==> src/rtl/scpu_pkg.sv <==
// Shared scpu constants: PC width and run-controller FSM state encodings.
// Pure definitions; no latency or flow control involved.
package scpu_pkg;

  localparam int PC_W    = 4;
  localparam int STATE_W = 3;

  localparam logic [STATE_W-1:0] ST_IDLE = 3'd0;
  localparam logic [STATE_W-1:0] ST_RUN  = 3'd1;
  localparam logic [STATE_W-1:0] ST_HALT = 3'd2;
  localparam logic [STATE_W-1:0] ST_STEP = 3'd3;
  localparam logic [STATE_W-1:0] ST_DONE = 3'd4;

endpackage

==> src/rtl/run_controller_if.sv <==
// Run-control bundle: debugger commands and PC/breakpoint in, commit status out.
// Master issues commands and supplies the PC; slave (run_controller) reports status.
interface run_controller_if
  import scpu_pkg::*;
#(
  parameter int CNT_W = 8,
  parameter int PC_W  = scpu_pkg::PC_W
) ();

  logic               start;
  logic               stop;
  logic               step_req;
  logic [PC_W-1:0]    pc_in;
  logic               bp_valid;
  logic [PC_W-1:0]    bp_addr;
  logic               cpu_en;
  logic [STATE_W-1:0] state;
  logic               step_ack;
  logic               bp_hit_flag;
  logic               done;
  logic [CNT_W-1:0]   retired;

  modport master (
    output start, stop, step_req, pc_in, bp_valid, bp_addr,
    input  cpu_en, state, step_ack, bp_hit_flag, done, retired
  );

  modport slave (
    input  start, stop, step_req, pc_in, bp_valid, bp_addr,
    output cpu_en, state, step_ack, bp_hit_flag, done, retired
  );

endinterface

==> src/rtl/retire_counter.sv <==
// Wrapping commit counter; increments on the edge after each enabled cycle.
// No backpressure: en is sampled every cycle.
module retire_counter #(
  parameter int CNT_W = 8
) (
  input  logic             clk,
  input  logic             rst,
  input  logic             en,
  output logic [CNT_W-1:0] count
);

  always_ff @(posedge clk) begin
    if (rst)
      count <= '0;
    else if (en)
      count <= count + CNT_W'(1);
  end

endmodule

==> src/rtl/run_controller.sv <==
// Run/halt/step FSM gating CPU commits; cpu_en is combinational, status registered.
// Breakpoints only with RUN_CTRL_BREAKPOINT_EN defined; commands are single-cycle pulses, never stalled.
module run_controller
  import scpu_pkg::*;
#(
  parameter int CNT_W = 8,
  parameter int PC_W  = scpu_pkg::PC_W
) (
  input logic             clk,
  input logic             rst,
  run_controller_if.slave bus
);

  logic [STATE_W-1:0] state_q;
  logic [STATE_W-1:0] state_d;
  logic               cpu_en;
  logic               prev_en;
  logic               self_loop;
  logic               bp_hit;
  logic               bp_flag_q;
  logic               step_ack_q;
  logic [PC_W-1:0]    pc_prev;
  logic [CNT_W-1:0]   retired;

`ifdef RUN_CTRL_BREAKPOINT_EN
  logic bp_skip;

  // bp_skip lets the instruction we halted on execute once after resuming.
  assign bp_hit = (state_q == ST_RUN) & bus.bp_valid & (bus.pc_in == bus.bp_addr) & ~bp_skip;

  always_ff @(posedge clk) begin
    if (rst) begin
      bp_skip   <= 1'b0;
      bp_flag_q <= 1'b0;
    end else begin
      if (state_q == ST_HALT && state_d == ST_RUN)
        bp_skip <= 1'b1;
      else if (state_q == ST_RUN && cpu_en)
        bp_skip <= 1'b0;

      if (bp_hit)
        bp_flag_q <= 1'b1;
      else if (state_q == ST_HALT && state_d != ST_HALT)
        bp_flag_q <= 1'b0;
    end
  end
`else
  assign bp_hit    = 1'b0;
  assign bp_flag_q = 1'b0;
  wire unused_bp = &{1'b0, bus.bp_valid, bus.bp_addr};
`endif

  // A branch-to-self right after a commit marks the program as finished.
  assign self_loop = (state_q == ST_RUN) & prev_en & (bus.pc_in == pc_prev);
  assign cpu_en    = ((state_q == ST_RUN) & ~bp_hit & ~self_loop) | (state_q == ST_STEP);

  always_comb begin
    state_d = state_q;
    case (state_q)
      ST_IDLE: begin
        if (bus.start && !bus.stop)
          state_d = ST_RUN;
        else if (bus.step_req && !bus.start)
          state_d = ST_STEP;
      end
      ST_RUN: begin
        if (bp_hit || bus.stop)
          state_d = ST_HALT;
        else if (self_loop)
          state_d = ST_DONE;
      end
      ST_HALT: begin
        if (bus.start)
          state_d = ST_RUN;
        else if (bus.step_req)
          state_d = ST_STEP;
      end
      ST_STEP: state_d = ST_HALT;
      ST_DONE: state_d = ST_DONE;
      default: state_d = ST_IDLE;
    endcase
  end

  always_ff @(posedge clk) begin
    if (rst) begin
      state_q    <= ST_IDLE;
      prev_en    <= 1'b0;
      pc_prev    <= '0;
      step_ack_q <= 1'b0;
    end else begin
      state_q    <= state_d;
      prev_en    <= cpu_en;
      step_ack_q <= (state_q == ST_STEP);
      if (cpu_en)
        pc_prev <= bus.pc_in;
    end
  end

  retire_counter #(.CNT_W(CNT_W)) u_retire (
    .clk   (clk),
    .rst   (rst),
    .en    (cpu_en),
    .count (retired)
  );

  assign bus.cpu_en      = cpu_en;
  assign bus.state       = state_q;
  assign bus.step_ack    = step_ack_q;
  assign bus.bp_hit_flag = bp_flag_q;
  assign bus.done        = (state_q == ST_DONE);
  assign bus.retired     = retired;

endmodule
==> src/flat_wrapper.sv <==
// flat-port wrapper written by rule: the top's interface ports become plain ports
module run_controller_flat import scpu_pkg::*;
#(
  parameter int CNT_W = 8,
  parameter int PC_W  = scpu_pkg::PC_W
)
  (clk, rst, bus_start, bus_stop, bus_step_req, bus_pc_in, bus_bp_valid, bus_bp_addr, bus_cpu_en, bus_state, bus_step_ack, bus_bp_hit_flag, bus_done, bus_retired);
  run_controller_if #(.CNT_W(CNT_W), .PC_W(PC_W)) bus_i ();
  input logic clk;
  input logic rst;
  input wire logic [$bits(bus_i.start)-1:0] bus_start;
  input wire logic [$bits(bus_i.stop)-1:0] bus_stop;
  input wire logic [$bits(bus_i.step_req)-1:0] bus_step_req;
  input wire logic [$bits(bus_i.pc_in)-1:0] bus_pc_in;
  input wire logic [$bits(bus_i.bp_valid)-1:0] bus_bp_valid;
  input wire logic [$bits(bus_i.bp_addr)-1:0] bus_bp_addr;
  output wire logic [$bits(bus_i.cpu_en)-1:0] bus_cpu_en;
  output wire logic [$bits(bus_i.state)-1:0] bus_state;
  output wire logic [$bits(bus_i.step_ack)-1:0] bus_step_ack;
  output wire logic [$bits(bus_i.bp_hit_flag)-1:0] bus_bp_hit_flag;
  output wire logic [$bits(bus_i.done)-1:0] bus_done;
  output wire logic [$bits(bus_i.retired)-1:0] bus_retired;
  assign bus_i.start = bus_start;
  assign bus_i.stop = bus_stop;
  assign bus_i.step_req = bus_step_req;
  assign bus_i.pc_in = bus_pc_in;
  assign bus_i.bp_valid = bus_bp_valid;
  assign bus_i.bp_addr = bus_bp_addr;
  assign bus_cpu_en = bus_i.cpu_en;
  assign bus_state = bus_i.state;
  assign bus_step_ack = bus_i.step_ack;
  assign bus_bp_hit_flag = bus_i.bp_hit_flag;
  assign bus_done = bus_i.done;
  assign bus_retired = bus_i.retired;
  run_controller #(.CNT_W(CNT_W), .PC_W(PC_W)) u_core (.clk(clk), .rst(rst), .bus(bus_i));
endmodule
==> config.mk <==
export PLATFORM = sky130hd
export DESIGN_NAME = run_controller_flat
export DESIGN_NICKNAME = d
export VERILOG_FILES = /design/src/rtl/scpu_pkg.sv /design/src/rtl/run_controller_if.sv /design/src/rtl/retire_counter.sv /design/src/rtl/run_controller.sv /design/src/flat_wrapper.sv
export SDC_FILE = /design/constraint.sdc
export NUM_CORES = 1
export LEC_CHECK = 0
export ABC_CLOCK_PERIOD_IN_PS = 1600
export BUFFER_PORTS_ARGS = -buffer_cell sky130_fd_sc_hd__buf_2
export CAP_MARGIN = 40
export CORE_MARGIN = 4
export CORE_UTILIZATION = 43
export DETAILED_ROUTE_END_ITERATION = 8
export GPL_ROUTABILITY_DRIVEN = 0
export PLACE_DENSITY = 0.8
export SLEW_MARGIN = 20
export SYNTH_ARGS = -nofsm -noshare
export SYNTH_HDL_FRONTEND = slang
export SYNTH_SLANG_ARGS = --single-unit
export TNS_END_PERCENT = 30
==> constraint.sdc <==
create_clock -name clk -period 1.6 [get_ports clk]
set_clock_uncertainty 0.05 [all_clocks]
set_input_delay 0.32 -clock clk [delete_from_list [all_inputs] [get_ports clk]]
set_output_delay 0.32 -clock clk [all_outputs]
set_load 0.02 [all_outputs]
==> results of run 1 <==
-- timing repair --
| action | 4_1_cts | 5_1_grt |
|---|---|---|
| setup buffers | 2 | 0 |
| endpoints found under the setup margin | 3 | 5 |
| cloned | 0 | 0 |
| pin swaps | 4 | 2 |
| gates resized for setup | 8 | 2 |
-- power groups by stage --
stage                     clock (mW)  sequential [mW]  combinational (mW)
after global placement             0            0.472               0.144
after CTS                      0.238            0.466               0.161
after detailed placement           0            0.474               0.147
after floorplan                    0            0.483              0.0819
after global routing           0.260            0.472               0.178
final                          0.231            0.467               0.165
-- how the worst max path moves through the flow --
stage,start,end,slack [ns],cells past startpoint
finish,u_core.pc_prev[1],bus_cpu_en,-0.11,5
global route,u_core.pc_prev[0],bus_cpu_en,-0.18,5
CTS,u_core.pc_prev[0],bus_cpu_en,-0.10,5
detailed placement,bus_pc_in[0],u_core.u_retire.count[5],-0.07,6
global placement,bus_pc_in[0],u_core.u_retire.count[7],-0.04,6
floorplan,u_core.pc_prev[0],u_core.u_retire.count[7],-0.01,6
-- layout make-up --
class                   count  share of cell area
multi-input cells          71              0.4390
flip-flops and latches     17              0.3229
repair buffers             33              0.1847
well taps                  25             0.02904
clock buffers               4             0.02439
-- state kept, by name, indices dropped and copies added, names as in the netlist --
| register | count |
|---|---|
| u_core.bus.step_ack | 1 |
| u_core.u_retire.count | 8 |
| u_core.prev_en | 1 |
| u_core.pc_prev | 4 |
| u_core.bus.state | 3 |
-- placed cells by master (no fill, tap or decap), types with 3 or more instances in the layout --
master	count
sky130_fd_sc_hd__a21oi_1	10
sky130_fd_sc_hd__buf_2	21
sky130_fd_sc_hd__buf_4	11
sky130_fd_sc_hd__clkbuf_4	3
sky130_fd_sc_hd__dfxtp_1	11
sky130_fd_sc_hd__dfxtp_2	6
sky130_fd_sc_hd__nand2_1	10
sky130_fd_sc_hd__nand3_1	3
sky130_fd_sc_hd__nand4_1	3
sky130_fd_sc_hd__nor2_1	6
sky130_fd_sc_hd__nor3_1	4
sky130_fd_sc_hd__o21ai_0	5
sky130_fd_sc_hd__xnor2_1	3
-- worst min-delay path: stages --
cell	delay (ns)
sky130_fd_sc_hd__buf_2	0.11
sky130_fd_sc_hd__nand2_1	0.05
sky130_fd_sc_hd__a21oi_1	0.05
-- synth_stat cells, drive strengths merged --
library cell,number,area share
or3,1,0.0076
o31a,1,0.011
a21oi,11,0.067
or4,2,0.018
nand2b,1,0.0076
nor2,6,0.027
nor4b,1,0.018
mux2,1,0.014
ha,1,0.015
nor2b,1,0.0076
xor2,4,0.043
conb,1,0.0046
nor3b,3,0.034
nand3,4,0.031
clkbuf,2,0.0092
nand4,3,0.023
nand2,10,0.046
xnor2,3,0.032
o22a,1,0.011
buf,4,0.037
nor3,5,0.037
a31oi,1,0.0076
and2,1,0.011
dfxtp,17,0.42
o21ai,5,0.031
and2b,1,0.0092
nand3b,1,0.0092
o31ai,2,0.018
-- per-layer routing --
metal | vias to the layer above | global-route usage | wire (um)
met2 | 19 | 0.2585 | 984
met1 | 386 | 0.1979 | 872
li1 | 391 | - | -
met3 | 2 | 0.03725 | 86
met5 | - | 0 | 0
met4 | 0 | 0.07860 | 17
-- cells by family (layout without fill, tap and decap cells) --
group / count (synthesis) / after routing / synth area share
fa+ha+maj: 1 / 1 / 0.01526
buf+inv: 6 / 37 / 0.04579
xor+xnor: 7 / 7 / 0.07481
compound gates: 21 / 21 / 0.1450
other cells: 1 / 1 / 0.004576
flops: 17 / 17 / 0.4153
mux: 1 / 1 / 0.01374
simple gates: 40 / 40 / 0.2855
==> reports/results.txt, run 1 <==
Total standard cell area after synthesis = 819.5 um^2
Height of the die = 51.66 um
Post-route cell area = 0.001077 mm^2
Max stage delay cell, worst path = sky130_fd_sc_hd__dfxtp_2
Arrival @ worst endpoint = 1.34 ns
Clock insertion delay at the later pin of the skew report = 0.29 ns
Category of cells accounting for the largest share of critical-path delay = flip-flops
Switching share of power = 0.2839
Net Count, Synth = 109
Flop and latch count out of synthesis = 17
Area overhead of the layout relative to synthesis = 31.45%
Failing checks = negative setup slack
Smallest hold slack = 0.2250 ns
Unrepaired setup endpoints after global routing = yes
Outcome = finished with violations
Clk buf depth = 2
Clock root buffer = sky130_fd_sc_hd__clkbuf_4
Total of endpoints with negative setup slack in the final report = 5
First-pass GRT wire length = 3201 um
Worst Path Max Fanout = 2
Filler instances = 175
Vias per cell = 5.320
Quantity of I/O buffers inserted on ports = 22
Number of top-level design ports = 29
CTS sink cnt = 17
Worst voltage drop across the vdd grid = 613.0 uV
Initial DRC count = 17
X dimension of the die = 51.66 um
Hold-fix buffers, CTS = 0
Hold Path Class = input pin to register
Clock power frac = 0.267
Sequential cell fraction of total power = 0.541
Post-detailed-placement cell area = 997.2 um^2
Post-synthesis cell count = 94
Residual overflow from global routing = 0
Number of maximum-capacitance violations = 0
Critical path required time = 1.23 ns
Number of antenna violations at the first check in global routing = 0
Final cycle utilization of the critical path = 1.070
Worst Slack Setup Final = -0.1115 ns
Launch point of the worst hold path = bus_pc_in[2]
Cells along the critical path = xor2_1, nor3_2, buf_4, a21oi_4, buf_6
Area of all sequential standard cells = 347.8 um^2
Reg-to-reg slack, setup = -0.04 ns
TritonCTS clock tree = done
Type of element launching the critical path = register
Final WL = 1960 um
Nets = 141
Avg Inst Size Synth = 8.718 um^2
DR DRC count = 0
Detailed-routing iteration count for the pre-antenna-repair pass = 4
R2r worst-path depth = 6
Crit Reg-Reg Endpoint = u_core.u_retire.count[7]
Switching Power = 245.1 uW
Cell internal pwr = 618.2 uW
Number of nets with antenna violations after detailed routing = 0
Share of final-layout standard cells stronger than drive strength 1 = 0.4080
Startpoint of the lowest-slack register-to-register path = u_core.pc_prev[1]
Total design power = 863.3 uW
Leakage power figure = 0.4550 nW
Total power density per cell area = 801.4 mW/mm^2
Setup Crit Path Kind = register to output pin
Footprint of the multi-input gates = 473.0 um^2
Area of the die = 0.002668 mm^2
Clock transition at the registers of the reported paths = 0.10 ns
GR Util All Layers = 0.1598
H-tree levels = 1
# placed instances = 144
Worst setup slack after placement = -0.06821 ns
Core area = 0.001764 mm^2
Highest clock rate = 0.5843 GHz
Final hold vios = 0
Via count of the first global-routing pass = 694
Non-filler instance count after layout = 150
Final design utilization = 0.6106
WL/cell = 13.07 um
Min Clock Period, post-route = 1.712 ns
Total number of vias = 798
Number of CTS-inserted buffers = 3
Buffering stage count on the worst path with inverters included = 2
Final slew viol count = 0
Category of the worst setup path capture point = output pin
Floorplan row count = 15
Combinational Power Share = 0.192
Sum of negative setup slack = -0.1984 ns
Max stage delay on crit path = 0.33 ns
Worst hold endpoint = u_core.pc_prev[2]
Post-synthesis sequential area ratio = 0.4153
Number of distinct library cell variants in the gate-level netlist after synthesis = 33
Initial cell density of the core = 0.4645
Worst Hold Path Cells = 3
Total of warnings raised by yosys = 0
Number of diodes = 0
Largest net degree at the start of global routing = 12
Sum of net half-perimeters after detailed placement = 1419 um
No activity file was read; power rests on OpenSTA's default activity.
==> run 2: changes to the inputs <==
==> constraint.sdc (replaced) <==
create_clock -name clk -period 1.6 [get_ports clk]
set_clock_uncertainty 0.05 [all_clocks]
set_input_delay 0.16 -clock clk [delete_from_list [all_inputs] [get_ports clk]]
set_output_delay 0.16 -clock clk [all_outputs]
set_load 0.02 [all_outputs]
==> reports/results.txt, run 2 (synthesis gave the netlist of run 1 again) <==
Core area = 0.001764 mm^2 (unchanged)
Switching Power = 249.1 uW (+1.6%)
Top library cells by usage in the layout, fill and taps aside = sky130_fd_sc_hd__buf_2 (21), sky130_fd_sc_hd__dfxtp_1 (12), sky130_fd_sc_hd__nand2_1 (10), sky130_fd_sc_hd__buf_4 (9), sky130_fd_sc_hd__a21oi_1 (8)
Final slew viol count = 0 (unchanged)
X dimension of the die = 51.66 um (unchanged)
Switching share of power = 0.2884 (+0.004540)
Worst Path Max Fanout = 5 (+3)
Share of final-layout standard cells stronger than drive strength 1 = 0.4390 (+0.03102)
Setup Crit Path Kind = register to register
DR DRC count = 0 (unchanged)
Number of CTS-inserted buffers = 3 (unchanged)
Sum of net half-perimeters after detailed placement = 1327 um (-6.4%)
Worst voltage drop across the vdd grid = 619.7 uV (+1.1%)
Category of the worst setup path capture point = register
Outcome = complete, no violations
R2r worst-path depth = 5 (-1)
Critical path required time = 1.78 ns (+0.55 ns)
Most flop-heavy register = u_core.u_retire.count
Final WL = 1899 um (-3.1%)
Sequential cell fraction of total power = 0.540 (about the same)
TritonCTS clock tree = done
Total number of vias = 775 (-2.9%)
Final hold vios = 0 (unchanged)
Clock insertion delay at the later pin of the skew report = 0.29 ns (about the same)
Worst setup slack after placement = 0.02100 ns (+0.08921 ns)
Via count of the first global-routing pass = 706 (+1.7%)
Min Clock Period, post-route = 1.561 ns (-0.1501 ns)
Largest register FFs = 8 (unchanged)
Quantity of I/O buffers inserted on ports = 22 (unchanged)
Most common cell after layout, fill and taps aside = sky130_fd_sc_hd__buf_2
Worst Hold Path Cells = 3 (unchanged)
Smallest hold slack = 0.05684 ns (-0.1682 ns)
Unrepaired setup endpoints after global routing = yes
Detailed-routing iteration count for the pre-antenna-repair pass = 3 (-1)
Combinational Power Share = 0.190 (-0.002)
Final cycle utilization of the critical path = 0.9759 (-0.09379)
Largest net degree at the start of global routing = 19 (+7)
Hold Path Class = input pin to register
CTS sink cnt = 17 (unchanged)
Leakage power figure = 0.4482 nW (-1.5%)
Cell internal pwr = 614.5 uW (-0.60%)
Nets = 139 (-1.4%)
Arrival @ worst endpoint = 1.74 ns (+0.40 ns)
Total design power = 863.6 uW (about the same)
Clock root buffer = sky130_fd_sc_hd__clkbuf_4
Residual overflow from global routing = 0 (unchanged)
Height of the die = 51.66 um (unchanged)
WL/cell = 12.83 um (-1.8%)
Type of element launching the critical path = register
Clock power frac = 0.269 (+0.002)
Initial cell density of the core = 0.4645 (unchanged)
Initial DRC count = 10 (-7)
Area of the die = 0.002668 mm^2 (unchanged)
Number of diodes = 0 (unchanged)
Highest clock rate = 0.6404 GHz (+9.6%)
Clock transition at the registers of the reported paths = 0.10 ns (about the same)
Number of top-level design ports = 29 (unchanged)
GR Util All Layers = 0.1551 (-0.004732)
Clk buf depth = 2 (unchanged)
Total of endpoints with negative setup slack in the final report = 0 (-5)
First-pass GRT wire length = 3111 um (-2.8%)
Area overhead of the layout relative to synthesis = 34.20%
H-tree levels = 1 (unchanged)
Number of maximum-capacitance violations = 0 (unchanged)
Worst Slack Setup Final = 0.03855 ns (+0.1501 ns)
Vias per cell = 5.236 (-1.6%)
Floorplan row count = 15 (unchanged)
Total power density per cell area = 785.2 mW/mm^2 (-2.0%)
Number of nets with antenna violations after detailed routing = 0 (unchanged)
Number of antenna violations at the first check in global routing = 0 (unchanged)
[run 2: cell count changes in the layout (fill, tap and decap cells not counted), sizes merged]
cell and delta:
buf -2
[run 2: power groups by stage]
stage / logic [mW] / registers [mW] / clock network [mW]
finish: 0.164 / 0.467 / 0.233
global route: 0.181 / 0.470 / 0.257
CTS: 0.153 / 0.464 / 0.238
detailed placement: 0.138 / 0.474 / 0
global placement: 0.135 / 0.472 / 0
floorplan: 0.0819 / 0.483 / 0
[run 2: layout make-up]
cell class                      instances  area [um^2]
Fill cell                             156        664.4
Sequential cell                        17        346.6
Timing Repair Buffer                   31        183.9
Multi-Input combinational cell         71        511.7
Clock buffer                            4        26.28
Tap cell                               25        31.28
[run 2: what timing repair did]
action                                  in CTS  in global routing
pin swaps                                    3                  9
hold buffers                                 0                  0
setup buffers                                2                  0
endpoints found under the setup margin       2                  9
resized for setup                            3                 14
[run 2: worst max-delay path: stages, from the launching register on]
cell and delay (ns):
sky130_fd_sc_hd__dfxtp_2 0.36, sky130_fd_sc_hd__xor2_2 0.20, sky130_fd_sc_hd__nor3_4 0.09, sky130_fd_sc_hd__and2_4 0.17, sky130_fd_sc_hd__or4_1 0.49, sky130_fd_sc_hd__a21oi_1 0.13
[run 2: path summary, 6_finish.rpt]
check | from | slack (ns) | endpoint
max reg2reg | u_core.pc_prev[2] | 0.04 | u_core.u_retire.count[5]
max | u_core.pc_prev[2] | 0.04 | u_core.u_retire.count[5]
min reg2reg | u_core.pc_prev[0] | 0.42 | u_core.pc_prev[0]
min | bus_pc_in[0] | 0.06 | u_core.pc_prev[0]
[run 2: per-stage QoR]
step | area (um^2) | TNS (ns) | cells | utilization
2_1_floorplan | 825.8 | -0.01462 | 94 | -
3_3_place_gp | 982.2 | 0 | 142 | 0.5567
3_5_place_dp | 982.2 | 0 | 142 | 0.5567
4_1_cts | 1037 | -0.008463 | 148 | 0.5879
5_1_grt | 1100 | -0.1426 | 148 | 0.6234
6_report | 1100 | 0 | 148 | 0.6234
[run 2: per-layer routing]
layer	vias up	track usage	share of wire
li1	387	-	-
met3	5	0.03152	0.054
met4	0	0.07860	0.021
met5	-	0	0
met2	18	0.2564	0.49
met1	365	0.1894	0.43
==> run 3: changes to the inputs <==
Settings changed: BUFFER_PORTS_ARGS -buffer_cell sky130_fd_sc_hd__buf_2 to not set, CORE_UTILIZATION 43 to 49, DONT_BUFFER_PORTS set to 1, PLACE_DENSITY 0.8 to 0.73, REMOVE_ABC_BUFFERS set to 1.
==> reports/results.txt, run 3 (synthesis gave the netlist of run 1 again) <==
Number of maximum-capacitance violations = 0 (unchanged)
Number of antenna violations at the first check in global routing = 0 (unchanged)
Startpoint of the lowest-slack register-to-register path = u_core.pc_prev[2]
Largest net degree at the start of global routing = 17 (-2)
Smallest hold slack = 0.007382 ns (-0.04946 ns)
Type of element launching the critical path = register
Launching element of the worst setup path = u_core.pc_prev[2]
Height of the die = 48.90 um (-5.3%)
X dimension of the die = 48.90 um (-5.3%)
Floorplan row count = 14 (-1)
Total of endpoints with negative setup slack in the final report = 0 (unchanged)
Number of CTS-inserted buffers = 3 (unchanged)
Buffering stage count on the worst path with inverters included = 0 (unchanged)
Via count of the first global-routing pass = 723 (+2.4%)
Total number of vias = 739 (-4.6%)
Vias per cell = 5.685 (+8.6%)
Sum of net half-perimeters after detailed placement = 1164 um (-12%)
Clock transition at the registers of the reported paths = 0.09 ns (about the same)
WL/cell = 14.00 um (+9.1%)
Clk buf depth = 2 (unchanged)
Initial cell density of the core = 0.5317 (+0.06712)
Detailed-routing iteration count for the pre-antenna-repair pass = 2 (-1)
Max stage delay on crit path = 0.54 ns (+0.05 ns)
Non-filler instance count after layout = 130 (-12%)
Arrival @ worst endpoint = 1.75 ns (about the same)
Leakage power figure = 0.3966 nW (-12%)
Final hold vios = 0 (unchanged)
Category of the worst setup path capture point = register
Sum of negative setup slack = 0 ns (unchanged)
Max stage delay cell, worst path = sky130_fd_sc_hd__or4_1
Worst Path Max Fanout = 6 (+1)
TritonCTS clock tree = done
Largest register FFs = 8 (unchanged)
First-pass GRT wire length = 3091 um (-0.64%)
Final WL = 1820 um (-4.2%)
Final cycle utilization of the critical path = 0.9855 (+0.009606)
Hold Path Class = input pin to register
Outcome = complete, no violations
Worst voltage drop across the vdd grid = 724.6 uV (+17%)
GR Util All Layers = 0.1616 (+0.006536)
H-tree levels = 1 (unchanged)
Min Clock Period, post-route = 1.577 ns (+0.01537 ns)
Number of top-level design ports = 29 (unchanged)
Most common cell after layout, fill and taps aside = sky130_fd_sc_hd__buf_4
Unrepaired setup endpoints after global routing = yes
Relative max-transition margin = 0.5784
Nets = 130 (-6.5%)
Quantity of I/O buffers inserted on ports = 0 (-100%)
Highest clock rate = 0.6342 GHz (-0.97%)
Final design utilization = 0.6826 (+0.05923)
CTS sink cnt = 17 (unchanged)
Area overhead of the layout relative to synthesis = 28.40%
Share of final-layout standard cells stronger than drive strength 1 = 0.2807 (-0.1583)
Filler instances = 129 (-17%)
Setup Crit Path Kind = register to register
Final slew viol count = 0 (unchanged)
Residual overflow from global routing = 0 (unchanged)
Worst slew pin tran = 0.6303 ns
Total power density per cell area = 801.4 mW/mm^2 (+2.1%)
Clock insertion delay at the later pin of the skew report = 0.28 ns (about the same)
Critical path required time = 1.77 ns (about the same)
Launch point of the worst hold path = bus_start
Cells along the critical path = xor2_1, nor3_2, and2_4, or4_1, a21oi_2
Initial DRC count = 8 (-2)
Core area = 0.001541 mm^2 (-13%)
Top library cells by usage in the layout, fill and taps aside = sky130_fd_sc_hd__buf_4 (16), sky130_fd_sc_hd__dfxtp_1 (15), sky130_fd_sc_hd__nand2_1 (10), sky130_fd_sc_hd__a21oi_1 (9), sky130_fd_sc_hd__nor2_1 (6)
Category of cells accounting for the largest share of critical-path delay = simple AND/OR/NAND/NOR gates
Number of nets with antenna violations after detailed routing = 0 (unchanged)
Clock root buffer = sky130_fd_sc_hd__clkbuf_4
# placed instances = 119 (-16%)
Area of the die = 0.002391 mm^2 (-10%)
Number of diodes = 0 (unchanged)
Most flop-heavy register = u_core.u_retire.count
DR DRC count = 0 (unchanged)
## run 3: cell count changes in the layout (fill, tap and decap cells not counted), sizes merged
cell,change
buf,-14
dlygate4sd3,+5
## run 3: repair_timing
| action | CTS | global route |
|---|---|---|
| endpoints found under the setup margin | 1 | 8 |
| endpoints found under the hold margin | 16 | 0 |
| resized for setup | 3 | 7 |
| hold buffers | 5 | 0 |
| pin swaps | 3 | 3 |
| buffers inserted | 1 | 1 |
## run 3: worst paths after layout
path              slack, ns  depth (start not counted)                       end
setup reg to reg       0.02                          5  u_core.u_retire.count[6]
hold reg to reg        0.43                          2         u_core.pc_prev[3]
setup / recovery       0.02                          5  u_core.u_retire.count[6]
hold / removal        0.007                          2       u_core.bus.state[1]
## run 3: power by group
| group | switching (mW) | leakage, nW | total [mW] | internal (mW) |
|---|---|---|---|---|
| clock | 0.127 | 0.0150 | 0.224 | 0.0968 |
| combinational | 0.0866 | 0.242 | 0.161 | 0.0746 |
| sequential | 0.0158 | 0.139 | 0.458 | 0.443 |
## run 3: cell type report
cell class,count,area [um^2],area share
Clock buffer,4,26.28,0.02497
Sequential cell,17,342.8,0.3258
Tap cell,16,20.02,0.01902
Timing Repair Buffer,22,181.4,0.1724
Multi-Input combinational cell,71,481.7,0.4578
## run 3: layer usage
layer	up-vias	share of wire	GRT usage
met5	-	0	0
met4	0	0.0088	0.05830
met3	2	0.056	0.07034
met2	17	0.53	0.2717
met1	353	0.40	0.1784
li1	367	-	-
## run 3: per-stage QoR
| step | power, mW | area [um^2] | setup slack [ns] |
|---|---|---|---|
| 6_report | 0.8432 | 1052 | 0.02318 |
| 5_1_grt | 0.8891 | 1052 | -0.04804 |
| 4_1_cts | 0.8382 | 1013 | -0.0005425 |
| 3_5_place_dp | 0.5926 | 914.6 | 0.03447 |
| 3_3_place_gp | 0.5903 | 914.6 | 0.06039 |
| 2_1_floorplan | 0.5495 | 782.0 | -0.09304 |
